<file path="src/rtl/data_mem_responder.sv">
// Data-memory responder for the core's M stage: word-addressed RAM plus a
// 16-byte register window (IO_OUT, CYCLE, HALT, WRCOUNT) with combinational reads.
module data_mem_responder #(
    parameter int          DATA_WIDTH = 32,
    parameter int          MEM_WORDS  = 64,
    parameter logic [31:0] MMIO_BASE  = 32'hFFFF_0000
) (
    input  logic                      clk,
    input  logic                      reset,
    input  logic                      MemWriteM,
    input  logic [DATA_WIDTH*2-1:0]   ALUOutM,
    input  logic [DATA_WIDTH-1:0]     WriteDataM,
    output logic [DATA_WIDTH-1:0]     ReadDataM,
    output logic [DATA_WIDTH-1:0]     IoOut,
    output logic [DATA_WIDTH-1:0]     CycleCount,
    output logic                      Halted,
    output logic                      AddrFault
);

    localparam int          IDX_W     = $clog2(MEM_WORDS);
    localparam logic [31:0] RAM_BYTES = 32'(MEM_WORDS * 4);

    typedef enum logic [1:0] {
        REG_IO_OUT  = 2'd0,
        REG_CYCLE   = 2'd1,
        REG_HALT    = 2'd2,
        REG_WRCOUNT = 2'd3
    } reg_sel_e;

    logic [DATA_WIDTH-1:0] r_mem [MEM_WORDS];
    logic [DATA_WIDTH-1:0] r_io_out;
    logic [DATA_WIDTH-1:0] r_cycle;
    logic [DATA_WIDTH-1:0] r_wrcount;
    logic                  r_halted;
    logic                  r_fault;

    logic [31:0]           w_addr;
    logic [IDX_W-1:0]      w_idx;
    reg_sel_e              w_sel;
    logic                  w_ram_hit;
    logic                  w_mmio_hit;
    logic                  w_aligned;
    logic                  w_wr_accept;
    logic                  w_wr_fault;
    logic                  w_ram_wr;
    logic                  w_mmio_wr;
    logic                  w_unused_addr_hi;

    // Only the low 32 address bits are decoded.
    assign w_addr           = ALUOutM[31:0];
    assign w_unused_addr_hi = ^ALUOutM[DATA_WIDTH*2-1:32];
    assign w_idx            = w_addr[IDX_W+1:2];
    assign w_sel            = reg_sel_e'(w_addr[3:2]);
    assign w_ram_hit        = (w_addr < RAM_BYTES);
    assign w_mmio_hit       = (w_addr[31:4] == MMIO_BASE[31:4]);
    assign w_aligned        = (w_addr[1:0] == 2'b00);

    // Once halted, stores are dropped silently, including faulting ones.
    assign w_wr_accept = MemWriteM && !r_halted;
    assign w_wr_fault  = w_wr_accept && (!w_aligned || !(w_ram_hit || w_mmio_hit));
    assign w_ram_wr    = w_wr_accept && w_aligned && w_ram_hit;
    assign w_mmio_wr   = w_wr_accept && w_aligned && w_mmio_hit;

    always_comb begin
        ReadDataM = '0;
        if (w_ram_hit) begin
            ReadDataM = r_mem[w_idx];
        end else if (w_mmio_hit) begin
            case (w_sel)
                REG_IO_OUT:  ReadDataM = r_io_out;
                REG_CYCLE:   ReadDataM = r_cycle;
                REG_HALT:    ReadDataM = {{(DATA_WIDTH-1){1'b0}}, r_halted};
                REG_WRCOUNT: ReadDataM = r_wrcount;
                default:     ReadDataM = '0;
            endcase
        end
    end

    // NOTE: the RAM array has no reset branch so it maps onto block RAM; its
    // power-up contents are undefined and reset only suppresses the store.
    always_ff @(posedge clk) begin
        if (!reset && w_ram_wr) begin
            r_mem[w_idx] <= WriteDataM;
        end
    end

    // NOTE: all state uses non-blocking assignments so every register samples
    // the pre-edge values; the later CYCLE assignment overrides the increment.
    always_ff @(posedge clk) begin
        if (reset) begin
            r_io_out  <= '0;
            r_cycle   <= '0;
            r_wrcount <= '0;
            r_halted  <= 1'b0;
            r_fault   <= 1'b0;
        end else if (!r_halted) begin
            r_cycle <= r_cycle + 1'b1;
            if (w_wr_fault) begin
                r_fault <= 1'b1;
            end
            if (w_ram_wr) begin
                r_wrcount <= r_wrcount + 1'b1;
            end
            if (w_mmio_wr) begin
                case (w_sel)
                    REG_IO_OUT: r_io_out <= WriteDataM;
                    REG_CYCLE:  r_cycle  <= WriteDataM;
                    REG_HALT:   if (WriteDataM[0]) r_halted <= 1'b1;
                    default:    ;
                endcase
            end
        end
    end

    assign IoOut      = r_io_out;
    assign CycleCount = r_cycle;
    assign Halted     = r_halted;
    assign AddrFault  = r_fault;

endmodule
</file>
<file path="config.mk">
export PLATFORM = sky130hd
export DESIGN_NAME = data_mem_responder
export DESIGN_NICKNAME = d
export VERILOG_FILES = /design/src/rtl/data_mem_responder.sv
export SDC_FILE = /design/constraint.sdc
export NUM_CORES = 2
export LEC_CHECK = 0
export BUFFER_PORTS_ARGS = -buffer_cell sky130_fd_sc_hd__buf_4
export CORE_ASPECT_RATIO = 1.25
export CORE_UTILIZATION = 45
export CTS_CLUSTER_DIAMETER = 150
export DETAILED_ROUTE_END_ITERATION = 8
export REMOVE_ABC_BUFFERS = 1
export SLEW_MARGIN = 30
export SYNTH_ARGS = -nofsm -noshare
export SYNTH_HDL_FRONTEND = slang
export SYNTH_SLANG_ARGS = --single-unit
export TNS_END_PERCENT = 30
</file>
<file path="constraint.sdc">
create_clock -name clk -period 6.2 [get_ports clk]
set_input_delay 1.24 -clock clk [delete_from_list [all_inputs] [get_ports clk]]
set_output_delay 1.24 -clock clk [all_outputs]
set_load 0.01 [all_outputs]
</file>
; Word-level counts from Yosys, hierarchy flattened
; Memories as Yosys holds them, arrays and structs flattened.
; Cells that the tools add are included.
[word_totals]
reg_bits = 98
ram_bits = 2048
output_inout_bits = 98
elab_cells = 42
n_memories = 1
[classes]
addsub = 2
n_lt_le_gt_ge = 1
n_eq_ne = 4
muxes = 11
bitwise_logic = 1
reduce_logical = 17
[memory_table]
columns = memory, words, word_bits, rd, rd_clocked_by_memory_dff, wr, line_no
row1 = r_mem, 64, 32, 1, 0, 1, 30  ; logic [DATA_WIDTH-1:0] r_mem [MEM_WORDS];
[op_table]
columns = operator, count
row1 = $mux W32, 4
row2 = $pmux W32 S4, 1
row3 = $add A32 B1 Y32 const B, 2
row4 = $lt A32 B9 Y1 const B, 1
row5 = $eq A28 B28 Y1 const B, 1
row6 = $logic_and A1 B1 Y1, 6
row7 = $mux W1, 6
row8 = $eq A2 B2 Y1 const B, 2
row9 = $logic_not A1 Y1, 4
row10 = $logic_not A2 Y1, 2
row11 = $reduce_and A2 Y1, 2
row12 = $reduce_and A3 Y1, 1
row13 = $eq A2 B1 Y1 const B, 1
row14 = $logic_or A1 B1 Y1, 2
row15 = $not A1 Y1, 1

; Depth between registers and ports, before layout
[depth]
word_depth = 7
depth_mapped = 12
mapped_depth_nobuf = 7

; Least setup slack after synthesis
; No wires, ideal clock.
[synth_path]
path_kind = input to register
startpoint = input port ALUOutM[3]
endpoint = memory r_mem[11][0], enable pin
arrival_time_ns = 4.096
t_required_ns = 5.779
slack_ns = 1.682
stages = 8
n_path_buf = 5
cell_sequence = buf_2 -> buf_2 -> buf_4 -> buf_2 -> buf_4 -> and3_1 -> nand2_1 -> nor2_1
[synth_between]
elab_chain_cells = 5
[synth_rtl]
columns = item, line_no
row1 = start: declaration, 11  ; input logic [DATA_WIDTH*2-1:0] ALUOutM,
row2 = $lt A32 B9 Y1, 54  ; assign w_ram_hit = (w_addr < RAM_BYTES);
row3 = $logic_and A1 B1 Y1, 61  ; assign w_ram_wr = w_wr_accept && w_aligned && w_ram_hit;
row4 = $logic_and A1 B1 Y1, 82  ; if (!reset && w_ram_wr) begin
row5 = $mux W1, 82
row6 = $mux W1 (not written as such), 83  ; r_mem[w_idx] <= WriteDataM;
row7 = end: declaration, 30
; Several ways; a longest one is shown, not always the timed one.

; Worst setup path in the final report
[layout_path]
startpoint = input port ALUOutM[2]
endpoint = output port ReadDataM[19]
[layout_between]
elab_chain_cells = 4
elab_cells_between_ends = 9
[layout_rtl]
columns = item, line_no
row1 = branches (longest 3 deep; another with $lt A32 B9 Y1), --
row2 = $mux W32 (*), 66  ; if (w_ram_hit) begin
row3 = end: declaration, 13  ; output logic [DATA_WIDTH-1:0] ReadDataM,
; Every way passes the cells marked *.

==> qor.yml <==
sta:
  slew_headroom_pct: 31.13
  finalHoldViolCount: 0
  max_freq_mhz: 164.4
  slew_viol_final: 0
  final-setup-viol-count: 0
  worst_pin_slew_ns: 1.030
  finalCriticalPeriod_ns: 6.082
  timing.final.crit_share_pct: 98.10
  fin_skew_ns: 0.03637
  rsz0062_at_grt: "false"
cts:
  ctsHoldBuffers: 0
  htree_levels: 4
  post_cts_buffers: 0
  clock_latency_ns: 0.84
  clock_path_buffers: 3
  cts_sinks: 2146
  cts_tree: "yes"
  clockRootBuffer: "clkbuf_16"
  clk_pin_slew_ns: 0.06
  cts_buffers: 198
final_layout:
  nNetsFinal: 4762
  syn_to_final_growth_pct: 15.36
  stdcell_area_um2: 96820
  final_common_cell: "edfxtp_1"
  final_cell_mix: "edfxtp_1, mux4_2, buf_4"
  fin_util_pct: 52.46
  layout-drive-gt1-share_pct: 27.52
  num-fill-cells: 14530
  instances_no_fill: 7233
floorplanning:
  die_w_um: 388.3
  num_rows: 176
  io_pins: 197
  die_y_um: 484.8
  start_util_pct: 45.48
  core_area_um2: 184500
  die-area_um2: 188200
yosys:
  synth_area_um2: 83920
  synth_edf_count: 2048
  yosys_warnings: 0
  seq_area_frac_synth_pct: 75.62
  async_reset_ff_share_pct: 0
  synth_largest_area_cell: "edfxtp_1"
  ys_seq_elements: 2146
  yosysTopAreaCellShare_pct: 73.28
  yosys_most_used_dff: "edfxtp_1"
  synth.distinct_cells: 77
  synthCells: 4239
  ys_top_cells_by_area: "edfxtp_1, mux4_2, dfxtp_1, mux2i_1, a22oi_1"
  syn_area_per_cell_um2: 19.80
critical_path:
  critPathLaunchType: "primary input"
  end_kind: "output port"
  path_buf_inv: 5
  crit_cells: 10
  r2r_end: "r_mem[14][6]"
  reg2regPathDepth: 9
  critPathMaxFanout: 32
  r2r_slack_ns: 1.51
  critical_path_class: "primary input to output port"
  critical_path.endpoint: "ReadDataM[19]"
  cp_data_arrival_time_ns: 4.84
  slowest_delay_ns: 0.72
  cp.required_ns: 4.96
  crit_chain: "buf_8 > buf_12 > buf_12 > mux4_2 > a22oi_1 > nor3_1 > nor4_1 > buf_4 > o221ai_1 > buf_4"
  slowest_stage: "nor4_1"
  crit_start: "ALUOutM[2]"
  reg2reg_from: "Halted"
  critical-path-top-delay-family: "buffers and inverters"
placement:
  gp_congestion: 0.8919
  port_buffers: 164
  place_area_um2: 90470
  dp_cells: 6863
  dp_hpwl_mm: 162.2
detailed_routing:
  routedWlPerCell_um: 36.26
  wl_mm: 262.2
  firstDrtPassIters: 7
  num_vias: 46250
  ant_nets: 0
  routed_via_density: 6.394
  drt_first_iter_violations: 5660
  drc: 0
power_and_ir_drop:
  p_leak_nw: 30.67
  vdd_ir_drop_max_mv: 0.2127
  power.total_w: 0.02933
  pwr_density_cell_nw_per_um2: 302.9
flow_run:
  drv_cap: 0
global_route:
  antenna_found_initial: 15
  grt_pass1_vias: 45190
  grt-ovfl-total: 0
  grt_max_degree: 68
  grt_usage_pct: 27.70
  grt_pass1_wl_mm: 360.0
min_path:
  hp-class: "register to register"
outcome:
  status: "finished clean"
worst min path at each step:
stage | startpoint | to | slack (ns) | cells past startpoint
2_1_floorplan | r_wrcount[26] | r_wrcount[26] | 0.46 | 2
3_3_place_gp | AddrFault | AddrFault | 0.45 | 2
3_5_place_dp | IoOut[31] | IoOut[31] | 0.46 | 2
4_1_cts | IoOut[31] | IoOut[31] | 0.47 | 2
5_1_grt | IoOut[23] | IoOut[23] | 0.49 | 2
6_report | IoOut[24] | IoOut[24] | 0.47 | 2
what timing repair did:
action | in CTS | in global routing
endpoints found under the setup margin | 1 | 0
hold endpoints to repair | 0 | 0
resized for setup | 2 | 0
cell families (layout without fill, tap and decap cells):
logic type / count (synthesis) / in the layout / synth area share, %
other: 0 / 5 / 0
buffers and inverters: 268 / 854 / 1.525
and+or+nand+nor: 667 / 667 / 3.869
muxes: 631 / 631 / 14.72
adders and majority gates: 2 / 2 / 0.02981
DFF: 2146 / 2146 / 75.62
xor gates and xnor gates: 19 / 19 / 0.1983
AOI/OAI and AO/OA: 506 / 506 / 4.043
through the flow:
step                      setup TNS, ns  setup slack [ns]  hold slack [ns]
after global routing                  0           0.02586           0.4949
after floorplan                       0             1.362           0.4604
after detailed placement        -0.3228           -0.3228           0.4637
final                                 0            0.1180           0.4705
after global placement          -0.2862           -0.2862           0.4516
after CTS                             0           0.08080           0.4723
state kept, by name (all words and copies together), names as in the netlist:
name	cells
r_wrcount	32
AddrFault	1
IoOut	32
Halted	1
CycleCount	32
r_mem	2048
power by group:
part           internal [W]  switching (W)
Sequential           0.0159     0.00000390
Combinational      0.000495       0.000964
Clock               0.00672        0.00528
Total                0.0231        0.00625
routing by layer:
layer | up-vias | wire (um) | track usage [%] | share of wire, %
li1 | 18520 | - | - | -
met1 | 24830 | 99080 | 36.16 | 38
met2 | 2443 | 128800 | 45.88 | 49
met3 | 452 | 21100 | 4.473 | 8.0
met4 | 6 | 13190 | 12.29 | 5.0
met5 | - | 46 | 0 | 0.018
synthesized netlist by cell type (all sizes together), types with 51 or more instances:
master,n
a21oi,154
a22oi,120
buf,148
clkbuf,99
dfxtp,98
edfxtp,2048
mux2i,136
mux4,481
nand2,201
nand3,76
nor2,187
o21ai,51
area by class of cell:
class                      instances  area [um^2]  area share, %
inverter                          21        81.33        0.08400
antenna                            5        12.51        0.01292
sequential                      2146        63460          65.55
tap                             2403         3007          3.105
multi-input combinational       1825        19730          20.38
timing repair buffer             469         4248          4.387
clock buffer                     259         5353          5.529
clock inverter                   105        925.9         0.9563
tightest hold or removal path, stage by stage, from the launching register on:
cell and delay (ns):
dfxtp_1 0.32, nand2_1 0.06, a21oi_1 0.05
Note: power is estimated with default switching activity, not from simulation.
